### src/rtl/softmc_pkg.sv
// Shared definitions for the SoftMC readback TX path: FSM state encoding and
// the entry-to-RIFFA-word sizing helper.
package softmc_pkg;

    typedef enum logic [2:0] {
        ST_IDLE,
        ST_REQ,
        ST_FETCH,
        ST_LOAD,
        ST_SEND,
        ST_DONE
    } tx_state_e;

    localparam int unsigned RIFFA_WORD_W = 32;

    // One readback entry is four DQ-wide bursts; RIFFA counts in 32-bit words.
    function automatic int unsigned words_per_entry(input int unsigned dq_width);
        return (dq_width * 4) / RIFFA_WORD_W;
    endfunction

endpackage

### src/rtl/softmc_entry_serializer.sv
// Holds one readback entry and hands it out as DATA_W-bit beats, low slice first,
// under a VALID/REN handshake. last_accept flags the handshake of the final beat.
module softmc_entry_serializer #(
    parameter int DATA_W  = 32,
    parameter int ENTRY_W = 256
) (
    input  logic               clk,
    input  logic               rst,
    input  logic               load,
    input  logic [ENTRY_W-1:0] load_data,
    input  logic               ren,
    output logic [DATA_W-1:0]  data,
    output logic               valid,
    output logic               last_accept
);

    localparam int BEATS = ENTRY_W / DATA_W;
    localparam int CNT_W = (BEATS > 1) ? $clog2(BEATS) : 1;

    logic [ENTRY_W-1:0] shift_reg;
    logic [CNT_W-1:0]   beat_cnt;
    logic               accept;

    assign accept      = valid & ren;
    assign last_accept = accept && (beat_cnt == CNT_W'(BEATS - 1));
    assign data        = shift_reg[DATA_W-1:0];

    always_ff @(posedge clk or posedge rst) begin
        if (rst) begin
            shift_reg <= '0;
            beat_cnt  <= '0;
            valid     <= 1'b0;
        end else if (load) begin
            shift_reg <= load_data;
            beat_cnt  <= '0;
            valid     <= 1'b1;
        end else if (accept) begin
            // With REN low nothing here moves, so DATA/VALID stay put for the host.
            shift_reg <= shift_reg >> DATA_W;
            beat_cnt  <= beat_cnt + CNT_W'(1);
            if (last_accept)
                valid <= 1'b0;
        end
    end

endmodule

### src/rtl/softmc_rdback_tx.sv
// Drains DRAM readback entries from the rdback FIFO and sends them to the host
// as a single RIFFA TX transaction per tx_req.
module softmc_rdback_tx
    import softmc_pkg::*;
#(
    parameter int C_PCI_DATA_WIDTH = 32,
    parameter int DQ_WIDTH         = 64
) (
    input  logic                        clk,
    input  logic                        rst,
    input  logic                        tx_req,
    input  logic [15:0]                 tx_entries,
    output logic                        tx_busy,
    output logic                        tx_done,
    input  logic                        rdback_fifo_empty,
    output logic                        rdback_fifo_rden,
    input  logic [DQ_WIDTH*4-1:0]       rdback_data,
    output logic                        CHNL_TX_CLK,
    output logic                        CHNL_TX,
    input  logic                        CHNL_TX_ACK,
    output logic                        CHNL_TX_LAST,
    output logic [31:0]                 CHNL_TX_LEN,
    output logic [30:0]                 CHNL_TX_OFF,
    output logic [C_PCI_DATA_WIDTH-1:0] CHNL_TX_DATA,
    output logic                        CHNL_TX_DATA_VALID,
    input  logic                        CHNL_TX_DATA_REN
);

    localparam int          ENTRY_W = DQ_WIDTH * 4;
    localparam logic [31:0] WPE     = 32'(words_per_entry(DQ_WIDTH));

    tx_state_e   state;
    logic [15:0] entries_left;
    logic        load;
    logic        last_accept;

    assign CHNL_TX_CLK  = clk;
    assign CHNL_TX_LAST = 1'b1;
    assign CHNL_TX_OFF  = '0;

    // Gating with empty here keeps the strobe off an empty FIFO in the same cycle.
    assign rdback_fifo_rden = (state == ST_FETCH) && !rdback_fifo_empty;
    assign load             = (state == ST_LOAD);

    softmc_entry_serializer #(
        .DATA_W  (C_PCI_DATA_WIDTH),
        .ENTRY_W (ENTRY_W)
    ) u_serializer (
        .clk         (clk),
        .rst         (rst),
        .load        (load),
        .load_data   (rdback_data),
        .ren         (CHNL_TX_DATA_REN),
        .data        (CHNL_TX_DATA),
        .valid       (CHNL_TX_DATA_VALID),
        .last_accept (last_accept)
    );

    always_ff @(posedge clk or posedge rst) begin
        if (rst) begin
            state        <= ST_IDLE;
            entries_left <= '0;
            CHNL_TX_LEN  <= '0;
            CHNL_TX      <= 1'b0;
            tx_busy      <= 1'b0;
            tx_done      <= 1'b0;
        end else begin
            tx_done <= 1'b0;
            case (state)
                ST_IDLE: begin
                    if (tx_req) begin
                        if (tx_entries != 16'd0) begin
                            entries_left <= tx_entries;
                            CHNL_TX_LEN  <= {16'd0, tx_entries} * WPE;
                            tx_busy      <= 1'b1;
                            CHNL_TX      <= 1'b1;
                            state        <= ST_REQ;
                        end else begin
                            // Empty request completes immediately without touching RIFFA.
                            tx_done <= 1'b1;
                        end
                    end
                end
                ST_REQ: begin
                    if (CHNL_TX_ACK)
                        state <= ST_FETCH;
                end
                ST_FETCH: begin
                    if (!rdback_fifo_empty)
                        state <= ST_LOAD;
                end
                ST_LOAD: begin
                    state <= ST_SEND;
                end
                ST_SEND: begin
                    if (last_accept) begin
                        entries_left <= entries_left - 16'd1;
                        if (entries_left == 16'd1) begin
                            CHNL_TX <= 1'b0;
                            tx_busy <= 1'b0;
                            tx_done <= 1'b1;
                            state   <= ST_DONE;
                        end else begin
                            state <= ST_FETCH;
                        end
                    end
                end
                ST_DONE: begin
                    state <= ST_IDLE;
                end
                default: begin
                    state <= ST_IDLE;
                end
            endcase
        end
    end

endmodule
### config.mk
export PLATFORM = sky130hd
export DESIGN_NAME = softmc_rdback_tx
export DESIGN_NICKNAME = d
export VERILOG_FILES = /design/src/rtl/softmc_pkg.sv /design/src/rtl/softmc_entry_serializer.sv /design/src/rtl/softmc_rdback_tx.sv
export SDC_FILE = /design/constraint.sdc
export NUM_CORES = 1
export LEC_CHECK = 0
export BUFFER_PORTS_ARGS = -buffer_cell sky130_fd_sc_hd__buf_4
export CORE_ASPECT_RATIO = 2
export CORE_UTILIZATION = 52
export DETAILED_ROUTE_END_ITERATION = 8
export GPL_ROUTABILITY_DRIVEN = 1
export PLACE_DENSITY = 0.8
export SYNTH_ARGS = -nofsm -noshare
export SYNTH_HDL_FRONTEND = slang
export SYNTH_SLANG_ARGS = --single-unit
### constraint.sdc
create_clock -name clk -period 20.6 [get_ports clk]
set_clock_uncertainty 0.05 [all_clocks]
set_input_delay 5.15 -clock clk [delete_from_list [all_inputs] [get_ports clk]]
set_output_delay 5.15 -clock clk [all_outputs]
set_load 0.01 [all_outputs]
==> metrics.md <==
| Metric | Value |
|---|---|
| Post-cts gate resize count | 0 |
| Reg2Reg Setup Slack | between 15000 and 20000 ps |
| Async SR Flop Fraction | 100% |
| Hpwl dp | ~26 mm |
| Hold-fix buffer count after cts | 0 |
| Post-DRT Antenna Nets | 0 |
| Prevailing post-synth register cell | dfrtp_1 |
| Routed len/inst | roughly 17 um |
| Number of global-route vias before repair | about 12000 |
| Via count | about 13000 |
| Internal power | 1.61 mW |
| Die Wd | 118 um |
| Crit path max fanout | 2 |
| Final setup violation count | 0 |
| Post-synthesis area per instance | roughly 8.4 um^2 |
| Share of cells above drive strength 1 | 22.0% |
| Crit path to | CHNL_TX_CLK |
| Routed Wire Length | 38.2 mm |
| Largest register FFs | about 260 |
| Comb pwr share | around 35% |
| Worst EP required | about 15000 ps |
| Pre-antenna DRT Iters | 5 |
| Io pins | 380 |
| Final Hold Vio Count | 0 |
| Rows | 84 |
| Cells after synthesis | around 1700 |
| Setup CP Type | clock port to primary output |
| Gpl congestion | 0.899 |
| Via/cell ratio | 5.52 |
| Initial DRC Count | just under 1000 |
| Clk_lat worst skew | 660 ps |
| Area of the mapped netlist | between 10000 and 15000 um^2 |
| Initial antenna violation count | 6 |
| First-pass GRT wire length | about 60 mm |
| Setup crit start kind | clock port |
| R2R Path End | u_serializer.shift_reg[108]$_DFFE_PP0P_ |
| Die height | approximately 230 um |
| VDD IR-drop max | 0.0000833 V |
| Setup TNS Final | 0 ps |
| Worst EP arrival | 10680 ps |
| Final Util | between 60 and 70% |
| Register area share after synthesis | between 50% and 60% |
| # port buffers | 331 |
| Reg power frac | about two fifths |
| EDFF count, synth | 0 |
| Full die area | approximately 28000 um^2 |
| Slew at the pin closest to its max-slew limit | roughly 1200 ps |
| FF-to-FF Start | state[2]$_DFFE_PP0P_ |
| #FFs+latches synth | about 300 |
| Setup crit start | clk |
| Largest net degree at the start of global routing | about 280 |
| Unrepaired setup endpoints after global routing | false |
| HP Class | flop to flop |
| CP Capture Type | primary output |
| Worst-path clk slew | ~60 ps |
| Worst relative slew slack | between 20% and 30% |
| Sw Share | 36.7% |
| Final nets | 2176 |
| Remaining global-route overflow | 0 |
| Gr usage total | between 20% and 30% |
| Starting Density | between 50 and 60% |
| Netlist cell types | 48 |
| DRC Markers | 0 |
| Placeable core area | roughly 26000 um^2 |
| Switching power | between 0.9 and 1 mW |
| CTS tree | yes |
| FF-to-FF path depth | 6 |
| Setup Buffers After CTS | 0 |
| Placed cells | 2206 |
| Final Max Slew Viols | 0 |
| Cell Count, Final, Fillers Out | ~2300 |
| Maxcap violations | 0 |
| P_leak | 8.31 nW |
| Ys Warns | 0 |
| Area Overhead vs Synth | 23.0% |
| Status | finished clean |
| Pwr Density | approximately 150 nW/um^2 |
| Clock share of power | ~23% |
## cells in the mapped netlist (2+ instances only)
master | instances | area share [%]
nand3b_1 | 2 | 0.11
a31oi_1 | 226 | 10
nand4_1 | 4 | 0.18
o221ai_1 | 13 | 0.81
a21oi_1 | 8 | 0.29
inv_1 | 5 | 0.13
or4_1 | 2 | 0.11
dfrtp_1 | 297 | 53
ha_1 | 4 | 0.36
o21ai_0 | 4 | 0.14
buf_1 | 10 | 0.27
a22oi_1 | 4 | 0.21
buf_4 | 82 | 4.4
or4_2 | 2 | 0.12
nand3_1 | 43 | 1.5
o311ai_0 | 3 | 0.19
nor4_1 | 7 | 0.31
nand2_1 | 547 | 15
nor3b_1 | 2 | 0.11
nor2_1 | 237 | 6.3
o211ai_1 | 4 | 0.21
mux2_2 | 16 | 1.3
buf_2 | 5 | 0.18
conb_1 | 2 | 0.053
nor3_1 | 12 | 0.43
clkbuf_1 | 108 | 2.9
and3_1 | 3 | 0.13
o31a_1 | 5 | 0.31
## kinds of logic after synthesis
logic type / after synthesis / share of synthesized area (%)
buffers and inverters: 210 / 7.85
DFF: 297 / 52.9
and+or+nand+nor: 871 / 24.6
other: 2 / 0.0535
xor gates and xnor gates: 1 / 0.0624
adders and majority gates: 4 / 0.356
AOI/OAI and AO/OA: 275 / 12.8
muxes: 17 / 1.35
## how the worst min path moves through the flow
stage | from | to | slack, ps | depth (start not counted)
CTS | u_serializer.shift_reg[228]$_DFFE_PP0P_ | u_serializer.shift_reg[228]$_DFFE_PP0P_ | 450 | 2
global route | CHNL_TX_LEN[10]$_DFFE_PP0P_ | CHNL_TX_LEN[10]$_DFFE_PP0P_ | 470 | 1
finish | u_serializer.shift_reg[228]$_DFFE_PP0P_ | u_serializer.shift_reg[228]$_DFFE_PP0P_ | 450 | 2
floorplan | u_serializer.shift_reg[224]$_DFFE_PP0P_ | u_serializer.shift_reg[224]$_DFFE_PP0P_ | 420 | 2
detailed placement | u_serializer.shift_reg[235]$_DFFE_PP0P_ | u_serializer.shift_reg[235]$_DFFE_PP0P_ | 430 | 2
global placement | u_serializer.shift_reg[255]$_DFFE_PP0P_ | u_serializer.shift_reg[255]$_DFFE_PP0P_ | 430 | 2
## cell usage in the layout, fill, tap and decap left out, types with 3 or more instances in the layout
cell	n
a22oi_1	4
conb_1	48
buf_4	343
a31oi_1	226
clkbuf_16	30
diode_2	8
inv_1	4
nand3_1	43
nor4_1	7
ha_1	4
o221ai_1	13
o21ai_0	4
clkbuf_8	4
nor2_1	237
mux2_2	16
dfrtp_1	297
a21oi_1	8
nor3_1	12
o311ai_0	3
nand2_1	546
nand4_1	4
and3_1	3
clkinv_2	4
o211ai_1	4
o31a_1	5
bufinv_16	6
clkbuf_1	3
## routing by layer
metal / vias up / global-route usage, % / wire length, um
li1: 5963 / - / -
met1: 5919 / 30.9 / 13800
met2: 519 / 47.3 / 19900
met3: 116 / 3.88 / 2200
met4: 0 / 19.3 / 2280
met5: - / 0 / 0
## final cells by class
cell class / count / area (um^2)
sequential: 297 / 7430
clock buffer: 38 / 825
multi-input combinational: 1216 / 5700
antenna: 8 / 20.0
timing repair buffer: 343 / 2590
fill: 2215 / 9110
tap: 344 / 430
clock inverter: 16 / 250
inverter: 5 / 26.3
## power groups by stage
| stage | Clock, mW | Sequential (mW) | Combinational, mW |
|---|---|---|---|
| CTS | 0.604 | 1.05 | 0.908 |
| floorplan | 0.00400 | 1.01 | 0.706 |
| detailed placement | 0.00400 | 1.06 | 0.902 |
| global route | 0.627 | 1.09 | 1.02 |
| global placement | 0.00400 | 1.05 | 0.868 |
| finish | 0.592 | 1.06 | 0.902 |
## critical path, cell delays in order
cell and delay (ps):
clkbuf_16 120, clkbuf_16 130, buf_4 130
## through the flow
step	setup slack (ps)	hold slack, ps	power [mW]	area (um^2)
3_3_place_gp	4980	429	1.92	16200
6_report	4720	446	2.55	17300
3_5_place_dp	4980	434	1.97	16200
2_1_floorplan	4980	416	1.72	14200
4_1_cts	4710	450	2.56	17300
5_1_grt	4710	466	2.74	17300
Power figures use the tool's default switching activity.
